--- config.mk ---
export PLATFORM = sky130hd
export DESIGN_NAME = gray_step_decoder
export DESIGN_NICKNAME = d
export VERILOG_FILES = /design/src/rtl/gray_step_decoder.sv
export SDC_FILE = /design/constraint.sdc
export NUM_CORES = 1
export LEC_CHECK = 0
export BUFFER_PORTS_ARGS = -buffer_cell sky130_fd_sc_hd__clkbuf_2
export CORE_MARGIN = 2
export CORE_UTILIZATION = 40
export DETAILED_ROUTE_END_ITERATION = 10
export GPL_ROUTABILITY_DRIVEN = 0
export HOLD_SLACK_MARGIN = 0.02
export SLEW_MARGIN = 10
export SYNTH_ARGS = -nofsm -noshare
export SYNTH_HDL_FRONTEND = slang
export SYNTH_SLANG_ARGS = --single-unit
--- constraint.sdc ---
create_clock -name clk -period 3.15 [get_ports clk]
set_clock_uncertainty 0.1 [all_clocks]
set_input_delay 0.4725 -clock clk [delete_from_list [all_inputs] [get_ports clk]]
set_output_delay 0.4725 -clock clk [all_outputs]
set_load 0.03 [all_outputs]
--- src/rtl/gray_step_decoder.sv ---
// -----------------------------------------------------------------------------
// gray_step_decoder
//
// Receive end of a Gray-coded position/count link. Each sampled Gray word is
// decoded to binary and compared against the previous decoded value; a legal
// move is +1, -1 or hold (modulo 2^WIDTH). The block reports the direction of
// the last move, a lock indication after LOCK_CNT consecutive good +/-1 steps,
// a one-cycle pulse on illegal steps and a saturating illegal-step counter.
//
// Pipeline: gray_valid at cycle N -> bin_valid at cycle N+2, 1 sample/cycle.
//
// Optional feature macro: GRAY_STICKY_FAULT_EN
//   defined     : FAULT state is sticky; only rst or clr_err return to UNLOCKED.
//   not defined : FAULT returns to UNLOCKED on the next classified sample.
//
// Parameters
//   WIDTH      code width in bits (>=2)
//   LOCK_CNT   consecutive good +/-1 steps needed to lock (>=1)
//   ERR_CNT_W  width of the saturating error counter
//
// Ports
//   clk         in   system clock, rising edge
//   rst         in   synchronous reset, active-high
//   gray_in     in   Gray-coded input word
//   gray_valid  in   gray_in qualifier
//   clr_err     in   synchronous clear of err_count (and sticky fault)
//   bin_out     out  decoded binary value, held between samples
//   bin_valid   out  one-cycle pulse per decoded sample
//   dir_up      out  1 = last +/-1 step was up, 0 = down
//   step_err    out  one-cycle pulse with bin_valid on an illegal step
//   locked      out  high while in LOCKED state
//   err_count   out  saturating count of illegal steps
// -----------------------------------------------------------------------------
module gray_step_decoder #(
   parameter int WIDTH     = 4,
   parameter int LOCK_CNT  = 3,
   parameter int ERR_CNT_W = 8
) (
   input  logic                 clk,
   input  logic                 rst,
   input  logic [WIDTH-1:0]     gray_in,
   input  logic                 gray_valid,
   input  logic                 clr_err,
   output logic [WIDTH-1:0]     bin_out,
   output logic                 bin_valid,
   output logic                 dir_up,
   output logic                 step_err,
   output logic                 locked,
   output logic [ERR_CNT_W-1:0] err_count
);

   localparam int                   RUN_W    = $clog2(LOCK_CNT + 1);
   localparam logic [RUN_W-1:0]     RUN_LAST = RUN_W'(LOCK_CNT - 1);
   localparam logic [RUN_W-1:0]     RUN_ONE  = RUN_W'(1);
   localparam logic [WIDTH-1:0]     STEP_UP  = WIDTH'(1);
   localparam logic [WIDTH-1:0]     STEP_DN  = {WIDTH{1'b1}};
   localparam logic [WIDTH-1:0]     STEP_0   = {WIDTH{1'b0}};
   localparam logic [ERR_CNT_W-1:0] ERR_MAX  = {ERR_CNT_W{1'b1}};
   localparam logic [ERR_CNT_W-1:0] ERR_ONE  = ERR_CNT_W'(1);

   typedef enum logic [1:0] {
      ST_UNLOCKED = 2'd0,
      ST_LOCKED   = 2'd1,
      ST_FAULT    = 2'd2
   } state_t;

   // Stage 1: input capture
   logic [WIDTH-1:0]     g_q;
   logic                 v_q;

   // Stage 2: decoded sample and tracking state
   logic [WIDTH-1:0]     bin_q,       bin_d;
   logic                 bin_valid_q, bin_valid_d;
   logic [WIDTH-1:0]     prev_q,      prev_d;
   logic                 has_prev_q,  has_prev_d;
   logic                 dir_q,       dir_d;
   logic                 step_err_q,  step_err_d;
   state_t               state_q,     state_d;
   logic [RUN_W-1:0]     run_q,       run_d;
   logic [ERR_CNT_W-1:0] err_q,       err_d;

   logic [WIDTH-1:0]     dec_bin;
   logic [WIDTH-1:0]     step_diff;
   logic                 classify;
   logic                 is_up;
   logic                 is_down;
   logic                 is_bad;

   // Gray -> binary: bit i is the XOR of all Gray bits at or above i.
   // Written as a reduction per bit so there is no chained dependency
   // within a single vector.
   genvar gi;
   generate
      for (gi = 0; gi < WIDTH; gi++) begin : g_dec
         assign dec_bin[gi] = ^g_q[WIDTH-1:gi];
      end
   endgenerate

   // Modular difference: wrap-around (max->0, 0->max) falls out naturally.
   assign step_diff = dec_bin - prev_q;
   // The very first sample after reset only seeds prev.
   assign classify  = v_q & has_prev_q;
   assign is_up     = classify & (step_diff == STEP_UP);
   assign is_down   = classify & (step_diff == STEP_DN);
   assign is_bad    = classify & (step_diff != STEP_UP) & (step_diff != STEP_DN)
                               & (step_diff != STEP_0);

   always_comb begin
      bin_d       = bin_q;
      bin_valid_d = v_q;
      prev_d      = prev_q;
      has_prev_d  = has_prev_q;
      dir_d       = dir_q;
      step_err_d  = 1'b0;
      state_d     = state_q;
      run_d       = run_q;
      err_d       = err_q;

      if (v_q) begin
         bin_d      = dec_bin;
         prev_d     = dec_bin;
         has_prev_d = 1'b1;
      end

      if (is_up) begin
         dir_d = 1'b1;
      end
      if (is_down) begin
         dir_d = 1'b0;
      end

      if (is_bad) begin
         step_err_d = 1'b1;
         if (err_q != ERR_MAX) begin
            err_d = err_q + ERR_ONE;
         end
      end

      if (classify) begin
         case (state_q)
            ST_UNLOCKED: begin
               if (is_up || is_down) begin
                  if (run_q == RUN_LAST) begin
                     state_d = ST_LOCKED;
                     run_d   = '0;
                  end else begin
                     run_d = run_q + RUN_ONE;
                  end
               end else if (is_bad) begin
                  run_d = '0;
               end
            end
            ST_LOCKED: begin
               if (is_bad) begin
                  state_d = ST_FAULT;
               end
            end
            ST_FAULT: begin
`ifdef GRAY_STICKY_FAULT_EN
               // Sticky: classified samples never leave FAULT.
               state_d = ST_FAULT;
`else
               // Recovery sample is consumed here and does not count
               // toward the lock run (its error, if any, still counts).
               state_d = ST_UNLOCKED;
               run_d   = '0;
`endif
            end
            default: begin
               state_d = ST_UNLOCKED;
               run_d   = '0;
            end
         endcase
      end

      // Clear wins over a same-cycle increment; step_err still pulses.
      if (clr_err) begin
         err_d = '0;
`ifdef GRAY_STICKY_FAULT_EN
         if (state_d == ST_FAULT) begin
            state_d = ST_UNLOCKED;
            run_d   = '0;
         end
`endif
      end
   end

   always_ff @(posedge clk) begin
      if (rst) begin
         g_q         <= '0;
         v_q         <= 1'b0;
         bin_q       <= '0;
         bin_valid_q <= 1'b0;
         prev_q      <= '0;
         has_prev_q  <= 1'b0;
         dir_q       <= 1'b0;
         step_err_q  <= 1'b0;
         state_q     <= ST_UNLOCKED;
         run_q       <= '0;
         err_q       <= '0;
      end else begin
         if (gray_valid) begin
            g_q <= gray_in;
         end
         v_q         <= gray_valid;
         bin_q       <= bin_d;
         bin_valid_q <= bin_valid_d;
         prev_q      <= prev_d;
         has_prev_q  <= has_prev_d;
         dir_q       <= dir_d;
         step_err_q  <= step_err_d;
         state_q     <= state_d;
         run_q       <= run_d;
         err_q       <= err_d;
      end
   end

   assign bin_out   = bin_q;
   assign bin_valid = bin_valid_q;
   assign dir_up    = dir_q;
   assign step_err  = step_err_q;
   assign locked    = (state_q == ST_LOCKED);
   assign err_count = err_q;

endmodule

# After elaboration in Yosys (flattened, before gate mapping)
# Index checks and enable logic that the tools add are counted.
dict set report classes {
  n_addsub 3
  mul 0
  div 0
  order_cmp 0
  n_eq_ne 11
  shift 0
  mux 9
  bitwise_logic 7
  n_reduce_logical 11
}
# operator n
set op_table {}
lappend op_table {{$mux 2} 6}
lappend op_table {{$add 8x1->8 const B} 1}
lappend op_table {{$ne 8x8->1 const B} 1}
lappend op_table {{$pmux 2 s2} 2}
lappend op_table {{$and 1x1->1} 6}
lappend op_table {{$eq 4x1->1 const B} 1}
lappend op_table {{$eq 4x4->1 const B} 1}
lappend op_table {{$ne 2x2->1 const B} 2}
lappend op_table {{$ne 4x1->1 const B} 1}
lappend op_table {{$ne 4x4->1 const B} 1}
lappend op_table {{$reduce_and 4->1} 1}
lappend op_table {{$reduce_bool 4->1} 1}
lappend op_table {{$reduce_or 2->1} 2}
lappend op_table {{$reduce_xor 4->1} 1}
lappend op_table {{$sub 4x4->4} 1}
lappend op_table {{$ne 3x3->1 const B} 1}
lappend op_table {{$reduce_and 3->1} 1}
lappend op_table {{$reduce_xor 3->1} 1}
lappend op_table {{$add 2x1->2 const B} 1}
lappend op_table {{$eq 2x1->1 const B} 1}
lappend op_table {{$eq 2x2->1 const B} 1}
lappend op_table {{$logic_not 2->1} 1}
lappend op_table {{$ne 2x1->1 const B} 1}
lappend op_table {{$reduce_and 2->1} 1}
lappend op_table {{other kinds (4)} 4}
dict set report word_totals {
  reg_bits 25
  latchBits 0
  ram_bits 0
  rom_bits 0
  inputBits 8
  out_inout_bits 16
  word_cells 51
  n_memories 0
}

# Logic depth before layout (Yosys ltp)
dict set report depth {
  ltp_word 9
  mapped_depth 11
  ltp_nobuf 11
}

# Worst setup path before layout
# Ideal clock, no wire load.
dict set report synth_path {
  kind {reg-to-reg}
  startpoint {register g_q[3]}
  endpoint {register err_q[1], in the netlist err_count[1]}
  setup_ns 0.116
  arrival_ns 2.647
  required_time_ns 2.934
  setup_slack_ns 0.287
  path_stages_with_launch 12
  n_path_buf 0
  period_less_slack_ns 2.863
  path_cell_list {dfxtp_1 > xnor2_1 > xnor2_2 > xnor2_1 > ha_1 > inv_1 > fa_1 > xor2_1 > a31oi_1 > and4_1 > nor3_1 > a41o_1}
}
dict set report synth_via {
  elab_chain_len 7
  elab_cells_between_ends 11
  cone_classes {add/sub: 1; eq/ne: 2; bitwise: 3; reduce/logical: 5}
}
# item line_no
set synth_rtl {}
lappend synth_rtl {{start: declaration} 68} ;# logic [WIDTH-1:0] g_q;
lappend synth_rtl {{start signal: assignment} 203} ;# g_q <= gray_in;
lappend synth_rtl {{$reduce_xor 3->1 *} 95} ;# assign dec_bin[gi] = ^g_q[WIDTH-1:gi];
lappend synth_rtl {{named net dec_bin[1]} 82} ;# logic [WIDTH-1:0] dec_bin;
lappend synth_rtl {{$sub 4x4->4 *} 100} ;# assign step_diff = dec_bin - prev_q;
lappend synth_rtl {{$ne 4x1->1} 105} ;# assign is_bad = classify & (step_diff != STEP_UP) & (step_diff != STEP_DN)
lappend synth_rtl {{$and 1x1->1 (2 in a row)} 105}
lappend synth_rtl {{$and 1x1->1 *} 106} ;# & (step_diff != STEP_0);
lappend synth_rtl {{$reduce_and 2->1 (no source line) *} --}
lappend synth_rtl {{end signal: assignment} 214} ;# err_q <= err_d;
lappend synth_rtl {{end: declaration} 80} ;# logic [ERR_CNT_W-1:0] err_q, err_d;
# The timed path passes the listed nets; every way through them passes the cells marked *.
# A chain may end at the register's enable or synchronous reset.

# Worst setup path after layout
# Ends and elaborated chain as after synthesis.

==> results.toml <==
[floorplanning]
dieArea_mm2 = 0.00404
die_x_um = 63.6
die_h_um = 63.6
start_util_pct = 42.2
io_pins = 24
core_mm2 = 0.00336
rows = 21

[worst_setup_path]
end_kind = "register"
worstPathArrival_ns = 3.06
setup.worst_path.class = "register to register"
path_max_fanout = 5
crit_required_ns = 3.30
cp-start-kind = "register"

[cts]
cts.htree.levels = 1
clkTransAtPathRegs_ns = 0.15
worstSkewPairLatency_ns = 0.33
cts_buffer_depth = 2
cts_buffers = 3
cts_sinks = 25
cts_root_buf = "clkbuf_4"
postCtsHoldBufs = 0
cts_tree = "built"
post_cts_buffers = 0

[routing]
first_iter_violations = 117
dr.pass1.iters = 4
vias_per_cell = 5.54
drc_errors = 0
wl_um = 3110
wl_per_cell_um = 13.8
num_vias = 1252
ant_nets = 0

[layout]
utilization_pct = 48.4
antenna_cells = 0
drive_gt1_share_pct = 25.0
n_fill_cell = 356
layout.nets = 194
syn_to_final_growth_pct = 14.6

[yosys]
synth-seq-cells = 25
async_reset_ff_share_pct = 0
yosys-top-cells-count = "dfxtp_1 (25), nor2_1 (15), nand2_1 (12)"
syn_avg_cell_area_um2 = 9.05
yosys_warnings = 0
syn_inst = 157
synth_area_leaders = "dfxtp_1 (35%), mux2i_1 (5.6%), nor2_1 (4.0%)"
synth.top_cell.area_share_pct = 35.2
syn_area_mm2 = 0.00142
synth_ff_type = "dfxtp_1"
synth.yosys.seq_area_share_pct = 35.2
syn-num-nets = 170
yosysMostFrequentCell = "dfxtp_1"
synth_edf_count = 0
synth_cell_type_count = 50
synth_top_area_cell = "dfxtp_1"

[timing]
report.final.setup_viol = 0
max_freq_mhz = 344
hold_viol_final = 0
post-route-min-period_ns = 2.91
rsz0062_at_grt = "false"
fin_crit_sh_pct = 92.4
worstMarginPinSlew_ns = 0.498
maxSlewViolCount = 0
whs_ns = 0.272
slew_headroom_pct = 66.8

[hold_path]
hp-class = "input port to register"

[global_route]
grt_use_total_pct = 15.7
grt_pass1_wl_um = 5120
antenna_found_initial = 0
grt_pass1_vias = 1122
grt_overflow_total = 0
grt_start_max_net_pins = 21

[pwr]
powerDensity_mw_per_mm2 = 429
irDropWorstVdd_mv = 0.184
power_leakage_uw = 0.000652

[place]
io_buffers = 23
dpl.hpwl_um = 2400

[flow_run]
drv_cap = 0

[outcome]
status = "complete, no violations"
worst max-delay path: stages (launching register included):
cell	delay (ns)
dfxtp_2	0.38
xnor2_2	0.27
xnor2_2	0.20
xnor2_1	0.18
ha_1	0.20
inv_1	0.06
fa_2	0.37
xor2_1	0.18
a31oi_2	0.29
and4_1	0.31
nor3_1	0.07
a41o_1	0.20
layout by cell type, fill, tap and decap left out, drive strengths merged, types with 4 or more instances in the layout:
cell type   n
a21oi       8
nor2b       4
inv         7
nand3       7
nor3        7
ha          4
mux2i       8
o21ai       5
nor2       15
dfxtp      25
nand2      12
xnor2       4
clkbuf     26
final cells by class:
type	instances	area [um^2]	area share (%)
multi-input cells	120	890	54.7
flip-flops and latches	25	502	30.8
repair buffers	24	123	7.53
well taps	46	57.6	3.54
inverters	7	26.3	1.61
clock buffers	3	22.5	1.38
clock inverters	1	7.51	0.461
power breakdown:
part | switching, uW | leakage, uW | internal [uW]
sequential | 10.1 | 0.000204 | 327
clock | 107 | 0.0000139 | 48.6
combinational | 131 | 0.000434 | 75.3
flip-flops by register name, indices dropped and copies added, names as in the netlist:
register,flops
bin_valid,1
bin_valid_d,1
dir_up,1
err_count,8
g_q,4
has_prev_q,1
prev_q,4
run_q,2
state_q,2
step_err,1
metrics by stage:
stage | cell area (um^2) | setup TNS (ns) | setup WS [ns] | total power, uW | instances
floorplan | 1420 | 0 | 0.287 | 499 | 157
global placement | 1570 | 0 | 0.119 | 537 | 222
detailed placement | 1570 | -0.00296 | -0.00296 | 542 | 222
CTS | 1610 | 0 | 0.0322 | 694 | 226
global route | 1630 | 0 | 0.0166 | 740 | 226
finish | 1630 | 0 | 0.241 | 699 | 226
worst paths after layout:
path         startpoint      endpoint  slack, ns  cells past startpoint
max              g_q[3]  err_count[1]       0.24                     11
min          gray_in[1]        g_q[1]       0.27                      3
max reg2reg      g_q[3]  err_count[1]       0.24                     11
min reg2reg    run_q[0]      run_q[0]       0.38                      1
cells by family (layout without fill, tap and decap cells):
kind of cell    Yosys count  in the layout  synth area share [%]
compound gates           40             40                  22.3
mux                       8              8                  5.64
xor+xnor                  6              6                  4.76
buf+inv                  12             35                  3.79
fa+ha+maj                 5              5                  4.93
flops                    25             25                  35.2
simple gates             61             61                  23.3
metal layers:
| metal | GRT usage, % | vias up | wire length [um] |
|---|---|---|---|
| met4 | 4.08 | 0 | 33 |
| li1 | - | 624 | - |
| met3 | 3.21 | 4 | 103 |
| met5 | 0 | - | 0 |
| met1 | 21.9 | 605 | 1590 |
| met2 | 24.6 | 19 | 1390 |
repair_timing:
| action | 4_1_cts | 5_1_grt |
|---|---|---|
| hold endpoints to repair | 0 | 0 |
| endpoints found under the setup margin | 1 | 11 |
| resized for setup | 1 | 4 |
Note: power is estimated with default switching activity, not from simulation.
